**config.mk**
```make
export PLATFORM = sky130hd
export DESIGN_NAME = multicycle_ctrl
export DESIGN_NICKNAME = d
export VERILOG_FILES = /design/src/rtl/ctrl_pkg.sv /design/src/rtl/retire_counter.sv /design/src/rtl/multicycle_ctrl.sv
export SDC_FILE = /design/constraint.sdc
export NUM_CORES = 1
export LEC_CHECK = 0
export BUFFER_PORTS_ARGS = -buffer_cell sky130_fd_sc_hd__buf_2
export CAP_MARGIN = 15
export CORE_MARGIN = 2
export CORE_UTILIZATION = 45
export DETAILED_ROUTE_END_ITERATION = 12
export HOLD_SLACK_MARGIN = 0.02
export PLACE_DENSITY = 0.72
export SETUP_SLACK_MARGIN = 0.05
export SLEW_MARGIN = 20
export SYNTH_ARGS = -nofsm -noshare
export SYNTH_HDL_FRONTEND = slang
export SYNTH_HIERARCHICAL = 1
export SYNTH_SLANG_ARGS = --single-unit
```
**constraint.sdc**
```tcl
create_clock -name clock -period 5.5 [get_ports clock]
set_input_delay 0.825 -clock clock [delete_from_list [all_inputs] [get_ports clock]]
set_output_delay 0.825 -clock clock [all_outputs]
set_load 0.01 [all_outputs]
```
**src/rtl/ctrl_pkg.sv**
```systemverilog
// rtl/ctrl_pkg.sv - shared types and encodings for the multicycle controller
// Purpose : state enum, opcode constants, ALU encodings and the decode
//           helper used by multicycle_ctrl.
// Ports   : none (package).
package ctrl_pkg;

   typedef enum logic [3:0] {
      S_RESET   = 4'd0,
      S_FETCH   = 4'd1,
      S_DECODE  = 4'd2,
      S_ASN     = 4'd3,
      S_SHIFT   = 4'd4,
      S_ALU_WB  = 4'd5,
      S_ORI_RD  = 4'd6,
      S_ORI_EX  = 4'd7,
      S_ORI_WB  = 4'd8,
      S_LD_MEM  = 4'd9,
      S_LD_WB   = 4'd10,
      S_ST_MEM  = 4'd11,
      S_BR      = 4'd12,
      S_HALT    = 4'd13,
      S_ILLEGAL = 4'd14
   } state_t;

   // Full 4-bit opcodes
   localparam logic [3:0] OP_LOAD  = 4'b0000;
   localparam logic [3:0] OP_HALT  = 4'b0001;
   localparam logic [3:0] OP_STORE = 4'b0010;
   localparam logic [3:0] OP_ADD   = 4'b0100;
   localparam logic [3:0] OP_BZ    = 4'b0101;
   localparam logic [3:0] OP_SUB   = 4'b0110;
   localparam logic [3:0] OP_NAND  = 4'b1000;
   localparam logic [3:0] OP_BNZ   = 4'b1001;
   localparam logic [3:0] OP_BPZ   = 4'b1101;

   // Shift and ori are identified by their low three bits only
   localparam logic [2:0] OP_SHIFT_LO = 3'b011;
   localparam logic [2:0] OP_ORI_LO   = 3'b111;

   // ALU operation
   localparam logic [2:0] ALUOP_ADD   = 3'b000;
   localparam logic [2:0] ALUOP_SUB   = 3'b001;
   localparam logic [2:0] ALUOP_OR    = 3'b010;
   localparam logic [2:0] ALUOP_NAND  = 3'b011;
   localparam logic [2:0] ALUOP_SHIFT = 3'b100;

   // ALU B-source select
   localparam logic [2:0] ALU2_REG   = 3'b000;
   localparam logic [2:0] ALU2_ONE   = 3'b001;
   localparam logic [2:0] ALU2_BROFS = 3'b010;
   localparam logic [2:0] ALU2_ORIMM = 3'b011;
   localparam logic [2:0] ALU2_SHAMT = 3'b100;

   // State following DECODE for a given opcode; unknown opcodes trap.
   function automatic state_t decode_next(input logic [3:0] op);
      state_t nxt;
      if (op == OP_ADD || op == OP_SUB || op == OP_NAND)
         nxt = S_ASN;
      else if (op[2:0] == OP_SHIFT_LO)
         nxt = S_SHIFT;
      else if (op[2:0] == OP_ORI_LO)
         nxt = S_ORI_RD;
      else if (op == OP_LOAD)
         nxt = S_LD_MEM;
      else if (op == OP_STORE)
         nxt = S_ST_MEM;
      else if (op == OP_BPZ || op == OP_BZ || op == OP_BNZ)
         nxt = S_BR;
      else if (op == OP_HALT)
         nxt = S_HALT;
      else
         nxt = S_ILLEGAL;
      return nxt;
   endfunction

endpackage

```
**src/rtl/retire_counter.sv**
```systemverilog
// rtl/retire_counter.sv - enable counter for retired instructions
// Purpose : CNT_W-bit counter, +1 per enabled edge, wraps silently.
// Ports   : clock  - rising-edge clock
//           reset  - asynchronous active-low clear
//           en     - count on this edge
//           count  - current count
module retire_counter #(
   parameter int CNT_W = 16
) (
   input  logic             clock,
   input  logic             reset,
   input  logic             en,
   output logic [CNT_W-1:0] count
);

   always_ff @(posedge clock or negedge reset) begin
      if (!reset)
         count <= '0;
      else if (en)
         count <= count + CNT_W'(1);
   end

endmodule

```
**src/rtl/multicycle_ctrl.sv**
```systemverilog
// rtl/multicycle_ctrl.sv - multicycle processor control FSM with memory handshake
// Purpose : sequences fetch/decode/execute for the 4-bit-opcode ISA and
//           drives datapath controls; counts retired instructions.
// Ports   : clock, reset (async active-low)
//           instr[3:0], N, Z, mem_ready        - inputs
//           PCwrite .. FlagWrite, ALU2, ALUop  - datapath controls
//           halted, illegal                    - terminal-state status
//           instr_count[CNT_W-1:0]             - retired-instruction count
module multicycle_ctrl
   import ctrl_pkg::*;
#(
   parameter bit MEM_HANDSHAKE = 1'b1,
   parameter int CNT_W         = 16
) (
   input  logic             clock,
   input  logic             reset,
   input  logic [3:0]       instr,
   input  logic             N,
   input  logic             Z,
   input  logic             mem_ready,
   output logic             PCwrite,
   output logic             AddrSel,
   output logic             MemRead,
   output logic             MemWrite,
   output logic             IRload,
   output logic             R1Sel,
   output logic             MDRload,
   output logic             R1R2Load,
   output logic             ALU1,
   output logic             ALUOutWrite,
   output logic             RFWrite,
   output logic             RegIn,
   output logic             FlagWrite,
   output logic [2:0]       ALU2,
   output logic [2:0]       ALUop,
   output logic             halted,
   output logic             illegal,
   output logic [CNT_W-1:0] instr_count
);

   state_t state;
   state_t state_nxt;
   logic   ready;
   logic   retire;

   // Without the handshake every memory access completes in one cycle.
   assign ready = MEM_HANDSHAKE ? mem_ready : 1'b1;

   always_ff @(posedge clock or negedge reset) begin
      if (!reset)
         state <= S_RESET;
      else
         state <= state_nxt;
   end

   always_comb begin
      state_nxt   = state;
      retire      = 1'b0;
      PCwrite     = 1'b0;
      AddrSel     = 1'b0;
      MemRead     = 1'b0;
      MemWrite    = 1'b0;
      IRload      = 1'b0;
      R1Sel       = 1'b0;
      MDRload     = 1'b0;
      R1R2Load    = 1'b0;
      ALU1        = 1'b0;
      ALUOutWrite = 1'b0;
      RFWrite     = 1'b0;
      RegIn       = 1'b0;
      FlagWrite   = 1'b0;
      ALU2        = ALU2_REG;
      ALUop       = ALUOP_ADD;
      halted      = 1'b0;
      illegal     = 1'b0;

      case (state)
         S_RESET: begin
            state_nxt = S_FETCH;
         end
         S_FETCH: begin
            // PC+1 computed while IR loads; both commit only on the ready cycle
            AddrSel = 1'b1;
            MemRead = 1'b1;
            ALU2    = ALU2_ONE;
            ALUop   = ALUOP_ADD;
            IRload  = ready;
            PCwrite = ready;
            if (ready)
               state_nxt = S_DECODE;
         end
         S_DECODE: begin
            R1R2Load  = 1'b1;
            state_nxt = decode_next(instr);
         end
         S_ASN: begin
            ALU1        = 1'b1;
            ALU2        = ALU2_REG;
            ALUOutWrite = 1'b1;
            FlagWrite   = 1'b1;
            case (instr)
               OP_SUB:  ALUop = ALUOP_SUB;
               OP_NAND: ALUop = ALUOP_NAND;
               default: ALUop = ALUOP_ADD;
            endcase
            state_nxt = S_ALU_WB;
         end
         S_SHIFT: begin
            ALU1        = 1'b1;
            ALU2        = ALU2_SHAMT;
            ALUop       = ALUOP_SHIFT;
            ALUOutWrite = 1'b1;
            FlagWrite   = 1'b1;
            state_nxt   = S_ALU_WB;
         end
         S_ALU_WB: begin
            RFWrite   = 1'b1;
            retire    = 1'b1;
            state_nxt = S_FETCH;
         end
         S_ORI_RD: begin
            // ori uses the fixed accumulator register, selected via R1Sel
            R1Sel     = 1'b1;
            R1R2Load  = 1'b1;
            state_nxt = S_ORI_EX;
         end
         S_ORI_EX: begin
            ALU1        = 1'b1;
            ALU2        = ALU2_ORIMM;
            ALUop       = ALUOP_OR;
            ALUOutWrite = 1'b1;
            FlagWrite   = 1'b1;
            state_nxt   = S_ORI_WB;
         end
         S_ORI_WB: begin
            R1Sel     = 1'b1;
            RFWrite   = 1'b1;
            retire    = 1'b1;
            state_nxt = S_FETCH;
         end
         S_LD_MEM: begin
            MemRead = 1'b1;
            MDRload = ready;
            if (ready)
               state_nxt = S_LD_WB;
         end
         S_LD_WB: begin
            ALUOutWrite = 1'b1;
            RFWrite     = 1'b1;
            RegIn       = 1'b1;
            retire      = 1'b1;
            state_nxt   = S_FETCH;
         end
         S_ST_MEM: begin
            MemWrite = 1'b1;
            if (ready) begin
               retire    = 1'b1;
               state_nxt = S_FETCH;
            end
         end
         S_BR: begin
            ALU2  = ALU2_BROFS;
            ALUop = ALUOP_ADD;
            case (instr)
               OP_BPZ:  PCwrite = ~N;
               OP_BZ:   PCwrite = Z;
               OP_BNZ:  PCwrite = ~Z;
               default: PCwrite = 1'b0;
            endcase
            retire    = 1'b1;
            state_nxt = S_FETCH;
         end
         S_HALT: begin
            halted = 1'b1;
         end
         S_ILLEGAL: begin
            illegal = 1'b1;
         end
         default: begin
            state_nxt = S_RESET;
         end
      endcase
   end

   retire_counter #(
      .CNT_W (CNT_W)
   ) u_retire_counter (
      .clock (clock),
      .reset (reset),
      .en    (retire),
      .count (instr_count)
   );

endmodule

```
==> summary.md, run 1 <==
| Metric | Value |
|---|---|
| GPL Wtd Cong | `0.802` |
| Cells along the critical path | `nand2b_1, o21ai_0, nand4_4, nor3_2, and4_1, xor2_1` |
| Port bufs | `45` |
| MaxCap Viol Count | `0` |
| PwrDens | `446 nW/um^2` |
| Slew at the pin with the worst max-slew slack | `about 0.87 ns` |
| Core Footprint | `2810 um^2` |
| Critical path arrival | `3.01 ns` |
| CTS buffer count | `3` |
| Vias in the first global route | `1083` |
| GRT Residual Overflow | `0` |
| Post-cts hold buffer count | `0` |
| CTS root buffer | `clkbuf_4` |
| Die span in y | `58.7 um` |
| DR WL met2 | `1450 um` |
| Drt drc | `2` |
| Mapped Nets | `approximately 160` |
| Status | `finished, violations left` |
| Max_slew headroom | `41.6%` |
| First-pass GRT wire length | `4830 um` |
| Yosys reg bits | `20` |
| Dpl ws | `2.77 ns` |
| EDFF count, synth | `0` |
| Worst EP required | `5.73 ns` |
| Antenna viol nets, final | `0` |
| Clock sink count | `20` |
| Tmin final | `~2.8 ns` |
| Clk Latency, worst-skew pair | `0.30 ns` |
| Crit path max-delay family | `simple AND/OR/NAND/NOR gates` |
| Crit. End Element | `flip-flop` |
| Syn Inst Count | `145` |
| CTS resizes | `0` |
| Largest net degree at the start of global routing | `21` |
| Failing checks | `DRC` |
| Final Cycle Share | `about 51%` |
| WL met3 | `134 um` |
| Clock Skews | `0.00695 ns` |
| Area of the multi-input gates | `761 um^2` |
| CP startpoint kind | `flip-flop` |
| Starting DRT DRC Count | `14` |
| Slowest stage delay, CP | `0.78 ns` |
| DR vias | `roughly 1.2k` |
| Synth warnings | `6` |
| Filler Cells Inserted | `260` |
| Count of cell types in the netlist | `47` |
| CP Buf/Inv Count | `0` |
| Synth async-reset ratio | `100%` |
| Max VDD drop | `a little under 0.0002 V` |
| Final worst setup slack | `2.72 ns` |
| Syn avg cell area | `9.30 um^2` |
| H-tree levels | `1` |
| CTS tree | `built` |
| Non-filler cells, final | `216` |
| Register clock-pin slew on the reported worst setup and hold paths | `0.11 ns` |
| Post-Route M1 WL | `1300 um` |
| Placement Rows | `19` |
| CTS Buffer Depth | `2` |
| Post-layout nets | `roughly 200` |
| GRT Util Overall | `between 15 and 20%` |
| Max Slew Vio Count | `0` |
| Final HPWL DP | `2270 um` |
| Avg Vias per Cell | `approximately 5.5` |
| Sequential cell area | `500 um^2` |
| Ant diodes | `0` |
| CP Class | `reg -> reg` |
| Hold Crit Class | `in -> async` |
| Primary FF master, synth | `dfrtp_1` |
| I/O pin cnt | `46` |
| Cell area after synthesis | `1350 um^2` |
| Die width | `58.7 um` |
| Antenna violations before repair | `0` |
| Area Overhead vs Synth | `18.4%` |
| Initial Util | `48.1%` |
| Highest clock rate | `0.359 GHz` |
| Endpoints failing hold | `0` |
| Seq/Total Area, Yosys | `37.1%` |
| WL/cell | `approximately 13 um` |
| Post-Place Cells | `around 210` |
| Final Power | `between 700 and 800 uW` |
| Die Area | `3450 um^2` |
| Share of post-route cells with drive strength above 1 | `33.0%` |
| Crit path max-delay cell type | `o21ai_0` |
| Post-CTS Setup Inserts | `0` |
| RSZ-0062 raised after global routing | `no` |
| Max FO, Critical Path | `18` |
| Final wirelength | `2910 um` |
| Hold WS | `around 0.45 ns` |
| Final setup fails | `0` |
| Setup TNS | `0 ns` |
| Uppermost routed layer | `met4` |
| DRT Pass-1 Iters | `8` |
| Leakage | `approximately 0.0008 uW` |
## cell usage after synthesis, types with 2 or more instances
cell type	count	share of area (%)
xnor2_1	9	5.8
nand2b_1	3	1.4
buf_4	2	1.1
xor2_1	6	3.9
inv_1	5	1.4
buf_2	4	1.5
nor2b_1	2	0.93
nor3_1	5	1.9
a21oi_1	6	2.2
nor2_1	16	4.5
nor3_2	2	1.5
nand3_1	5	1.9
dfrtp_1	20	37
o22ai_1	2	0.93
mux2i_1	2	1.5
nand4_1	3	1.4
nand2_1	13	3.6
buf_6	3	2.5
nor4_1	2	0.93
o21ai_0	5	1.9
or2_1	2	0.93
o21a_1	2	1.1
nor2_4	2	1.7
## worst paths after layout
| kind | slack [ns] | depth (start not counted) | end | start |
|---|---|---|---|---|
| max reg2reg | 2.72 | 6 | u_retire_counter/count[12]$_DFFE_PN0P_ | state[0]$_DFFE_PN0P_ |
| min in group clock | 0.49 | 1 | u_retire_counter/count[15]$_DFFE_PN0P_ | u_retire_counter/count[15]$_DFFE_PN0P_ |
| min reg2reg | 0.49 | 1 | u_retire_counter/count[15]$_DFFE_PN0P_ | u_retire_counter/count[15]$_DFFE_PN0P_ |
| max | 2.72 | 6 | u_retire_counter/count[12]$_DFFE_PN0P_ | state[0]$_DFFE_PN0P_ |
| max in group asynchronous | 4.75 | 1 | state[0]$_DFFE_PN0P_ | reset |
| min | 0.45 | 1 | u_retire_counter/count[10]$_DFFE_PN0P_ | reset |
## where the power goes
| part | switching [uW] | total, uW | internal [uW] | leakage [uW] |
|---|---|---|---|---|
| Combinational | 189 | 335 | 146 | 0.000512 |
| Sequential | 81.2 | 260 | 179 | 0.000258 |
| Clock | 43.7 | 117 | 73.6 | 0.0000279 |
## flip-flops by register name, summed over array words and instances (netlist names)
name / cells
u_retire_counter/count: 16
state: 4
## worst register-to-register path, delay by kind of cell (launching register included)
kind / cells / cell delay [ns]
compound gates: 1 / 0.78
simple gates: 4 / 1.08
flops: 1 / 0.72
xor+xnor: 1 / 0.14
## cells in the final DEF, fill, tap and decap left out, drive strengths merged, types with 2 or more instances in the layout
cell type	n
nor4	2
or2	3
o21a	2
o21ai	6
nand3	5
dfrtp	20
buf	45
nand2b	4
nand2	13
and3	2
xor2	6
o22ai	2
inv	5
nor2b	2
nor2	18
xnor2	9
mux2i	2
nor3	7
a21oi	6
nand4	4
clkbuf	3
## per-stage QoR
stage	util (%)	instance area, um^2
floorplan	-	1350
CTS	56.9	1600
global route	56.9	1600
finish	56.9	1600
global placement	55.0	1540
detailed placement	55.0	1540
## cell type report
cell class	instances	area share [%]
clock buffers	3	1.41
clock inverters	1	1.88
inverters	5	1.18
multi-input cells	111	47.6
flip-flops and latches	20	31.3
well taps	31	2.43
repair buffers	45	14.1
## cell families after synthesis
logic type / synth area share (%)
multiplexers: 2.32
adder cells (fa/ha/maj): 0.927
AO/OA/AOI/OAI: 16.0
AND/OR/NAND/NOR: 27.4
XOR/XNOR: 9.74
buffers and inverters: 6.49
flip-flops: 37.1
## routing by layer
layer / track usage [%] / vias to the layer above
li1: - / 588
met1: 23.5 / 558
met2: 29.0 / 32
met3: 3.30 / 2
met4: 6.49 / 0
met5: 0 / -
No activity file was read; power rests on OpenSTA's default activity.
==> run 2, diff against run 1 <==
- ABC_AREA: not set -> 1
- PLACE_DENSITY: 0.72 -> 0.74
- clock period: 5.5 -> 2.41 ns (I/O delays scaled with it)
==> summary.md, run 2 <==
| Metric | Value |
|---|---|
| WL/cell | `10.6 um (-21%)` |
| Max_slew headroom | `71.2% (+30 points)` |
| Largest register FFs | `16 (unchanged)` |
| DRT Pass-1 Iters | `4 (-4)` |
| Mapped Nets | `218 (+41%)` |
| Clock sink count | `20 (unchanged)` |
| EDFF count, synth | `0 (unchanged)` |
| Final worst setup slack | `0.388 ns (-2.33 ns)` |
| Largest net degree at the start of global routing | `21 (unchanged)` |
| Fin area | `1670 um^2 (+4.8%)` |
| Tmin final | `2.02 ns (-0.760 ns)` |
| Port bufs | `45 (unchanged)` |
| Hold WS | `0.480 ns (+0.0330 ns)` |
| MaxCap Viol Count | `0 (unchanged)` |
| Die width | `59.3 um (+0.91%)` |
| Die span in y | `59.3 um (+0.91%)` |
| Crit path max-delay family | `simple AND/OR/NAND/NOR gates` |
| GPL Wtd Cong | `0.872 (+8.7%)` |
| Final setup fails | `0 (unchanged)` |
| Hold Crit Class | `in -> reg` |
| CTS root buffer | `clkbuf_4` |
| Slew at the pin with the worst max-slew slack | `0.431 ns (-0.436 ns)` |
| CTS resizes | `0 (unchanged)` |
| Final HPWL DP | `2460 um (+8.3%)` |
| Seq/Total Area, Yosys | `36.4% (-0.71 points)` |
| CP Class | `reg -> reg` |
| CP Buf/Inv Count | `2 (+2)` |
| GRT Residual Overflow | `0 (unchanged)` |
| Synth warnings | `6 (unchanged)` |
| Post-CTS Setup Inserts | `0 (unchanged)` |
| Core Footprint | `2980 um^2 (+6.2%)` |
| Ranking of synthesized cells by area | `dfrtp_1 36%, nand2_1 17%, nor2_1 8.5%, inv_1 7.6%, nand3_1 5.8%` |
| Crit path max-delay cell type | `dfrtp_1` |
| Max FO, Critical Path | `9 (-9)` |
| Filler Cells Inserted | `293 (+13%)` |
| Final wirelength | `3070 um (+5.3%)` |
| CTS Buffer Depth | `2 (unchanged)` |
| Status | `finished, final reports clean` |
| Setup TNS | `0 ns (unchanged)` |
| DR vias | `1430 (+21%)` |
| GRT Util Overall | `19.2% (+1.4 points)` |
| Max VDD drop | `0.000479 V (+140%)` |
| Critical path arrival | `2.26 ns (-0.75 ns)` |
| I/O pin cnt | `46 (unchanged)` |
| Cell with the most instances after synthesis | `nand2_1` |
| CTS buffer count | `3 (unchanged)` |
| Die Area | `3510 um^2 (+1.8%)` |
| GR peak layer | `met2` |
| Leakage | `0.000967 uW (+21%)` |
| Drt drc | `0 (-2)` |
| Slowest stage delay, CP | `0.49 ns (-0.29 ns)` |
| Cell area after synthesis | `1380 um^2 (+1.9%)` |
| Grt met3 use | `3.06% (-0.24 points)` |
| Worst EP required | `2.65 ns (-3.08 ns)` |
| Dpl ws | `0.447 ns (-2.32 ns)` |
| Yosys reg bits | `20 (unchanged)` |
| Regs by FF count | `u_retire_counter/count (16), state (4)` |
| Cell repeated most along the worst path | `nand2_1` |
| Cells along the critical path | `nand2_1, o21ai_0, a21oi_1, nand2_1, inv_2, nor2_1, nand4_1, nand2_1, inv_1, nor2_1` |
| Clk Latency, worst-skew pair | `0.29 ns (about the same)` |
| Initial Util | `46.2% (-1.9 points)` |
| Clock Skews | `0.00154 ns (-0.00542 ns)` |
| Highest clock rate | `0.495 GHz (+38%)` |
| Most flop-heavy register | `u_retire_counter/count` |
| First-pass GRT wire length | `5250 um (+8.7%)` |
| Endpoints failing hold | `0 (unchanged)` |
| Commonest non-fill, non-tap cell in the layout | `nand2_1` |
| Share of post-route cells with drive strength above 1 | `24.2% (-8.8 points)` |
| Met1 usage | `24.4% (+0.84 points)` |
| Register clock-pin slew on the reported worst setup and hold paths | `0.11 ns (about the same)` |
| Syn Inst Count | `208 (+43%)` |
| Post-layout util | `56.2% (-0.74 points)` |
| CTS tree | `built` |
| Crit. End Element | `flip-flop` |
| H-tree levels | `1 (unchanged)` |
| Dpl cell area | `1630 um^2 (+5.3%)` |
| Ant diodes | `0 (unchanged)` |
| Top-area cell type share of the netlist area | `36.4% (-0.71 points)` |
| PwrDens | `945 nW/um^2 (+110%)` |
| Final Cycle Share | `83.9% (+33 points)` |
| Syn avg cell area | `6.61 um^2 (-29%)` |
| CP startpoint kind | `flip-flop` |
| Max Slew Vio Count | `0 (unchanged)` |
| Commonest cells post-synth | `63 x nand2_1, 31 x nor2_1, 28 x inv_1` |
| Count of cell types in the netlist | `23 (-51%)` |
| Avg Vias per Cell | `4.95 (-9.4%)` |
| Dominant cell type by area after synthesis | `dfrtp_1` |
| Antenna viol nets, final | `0 (unchanged)` |
| Area Overhead vs Synth | `21.7%` |
| Post-layout nets | `267 (+36%)` |
| Antenna violations before repair | `0 (unchanged)` |
| Synth async-reset ratio | `100% (unchanged)` |
| Vias in the first global route | `1299 (+20%)` |
| Placement Rows | `20 (+1)` |
| RSZ-0062 raised after global routing | `no` |
| Starting DRT DRC Count | `57 (+43)` |
| Most frequent cells in the layout | `63 x nand2_1, 45 x buf_2, 31 x nor2_1` |
| Primary FF master, synth | `dfrtp_1` |
| M2 GR Usage | `32.2% (+3.1 points)` |
-- run 2: cell count changes after synthesis, sizes merged, moves of 4 or more --
cell    delta
nor2      +18
inv       +26
nand3     +12
nand2b     -4
buf        -7
nand2     +52
nor3       -5
-- run 2: kinds of logic after synthesis --
logic type | Yosys count | synth area share, %
AND/OR/NAND/NOR | 128 | 40.1
buffers and inverters | 33 | 9.55
flip-flops | 20 | 36.4
AO/OA/AOI/OAI | 15 | 6.01
XOR/XNOR | 11 | 7.01
adder cells (fa/ha/maj) | 1 | 0.910
-- run 2: final timing paths --
path,start,to,slack [ns],depth (start not counted)
max in group asynchronous,reset,state[0]$_DFFE_PN0P_,1.59,2
worst min-delay path,instr[0],state[3]$_DFFE_PN0P_,0.48,6
min in group asynchronous,reset,u_retire_counter/count[4]$_DFFE_PN0P_,0.53,2
worst max register to register,state[3]$_DFFE_PN0P_,u_retire_counter/count[15]$_DFFE_PN0P_,0.39,10
worst min register to register,u_retire_counter/count[11]$_DFFE_PN0P_,u_retire_counter/count[11]$_DFFE_PN0P_,0.53,1
worst max-delay path,state[3]$_DFFE_PN0P_,u_retire_counter/count[15]$_DFFE_PN0P_,0.39,10
-- run 2: tightest hold or removal path, cell delays in order --
cell	delay [ns]
buf_2	0.10
nand2_1	0.07
nand2_1	0.06
o21ai_0	0.06
nand2_1	0.06
nand2_1	0.04
-- run 2: layout make-up --
| type | count | area (um^2) | area share, % |
|---|---|---|---|
| Multi-Input combinational cell | 155 | 743 | 44.4 |
| Sequential cell | 20 | 500 | 29.9 |
| Timing Repair Buffer | 46 | 235 | 14.1 |
| Inverter | 31 | 116 | 6.96 |
| Tap cell | 33 | 41.3 | 2.47 |
| Clock buffer | 4 | 36.3 | 2.17 |
-- run 2: repair_timing --
action	4_1_cts	5_1_grt
setup endpoints to repair	0	0
hold buffers	1	0
endpoints found under the hold margin	20	0
-- run 2: power breakdown --
part	total, uW	internal [uW]	switching (uW)
clock	193	92.0	101
sequential	539	416	123
combinational	849	311	538
total	1580	819	762
-- run 2: per-stage QoR --
| step | total power, uW | cells |
|---|---|---|
| after global routing | 1740 | 289 |
| final | 1580 | 289 |
| after global placement | 1380 | 284 |
| after floorplan | 1130 | 208 |
| after detailed placement | 1390 | 284 |
| after CTS | 1580 | 289 |
-- run 2: per-layer routing --
layer	share of wire, %	up-vias
li1	-	742
met1	46	637
met2	48	49
met3	5.0	2
met4	0.69	0
met5	0	-
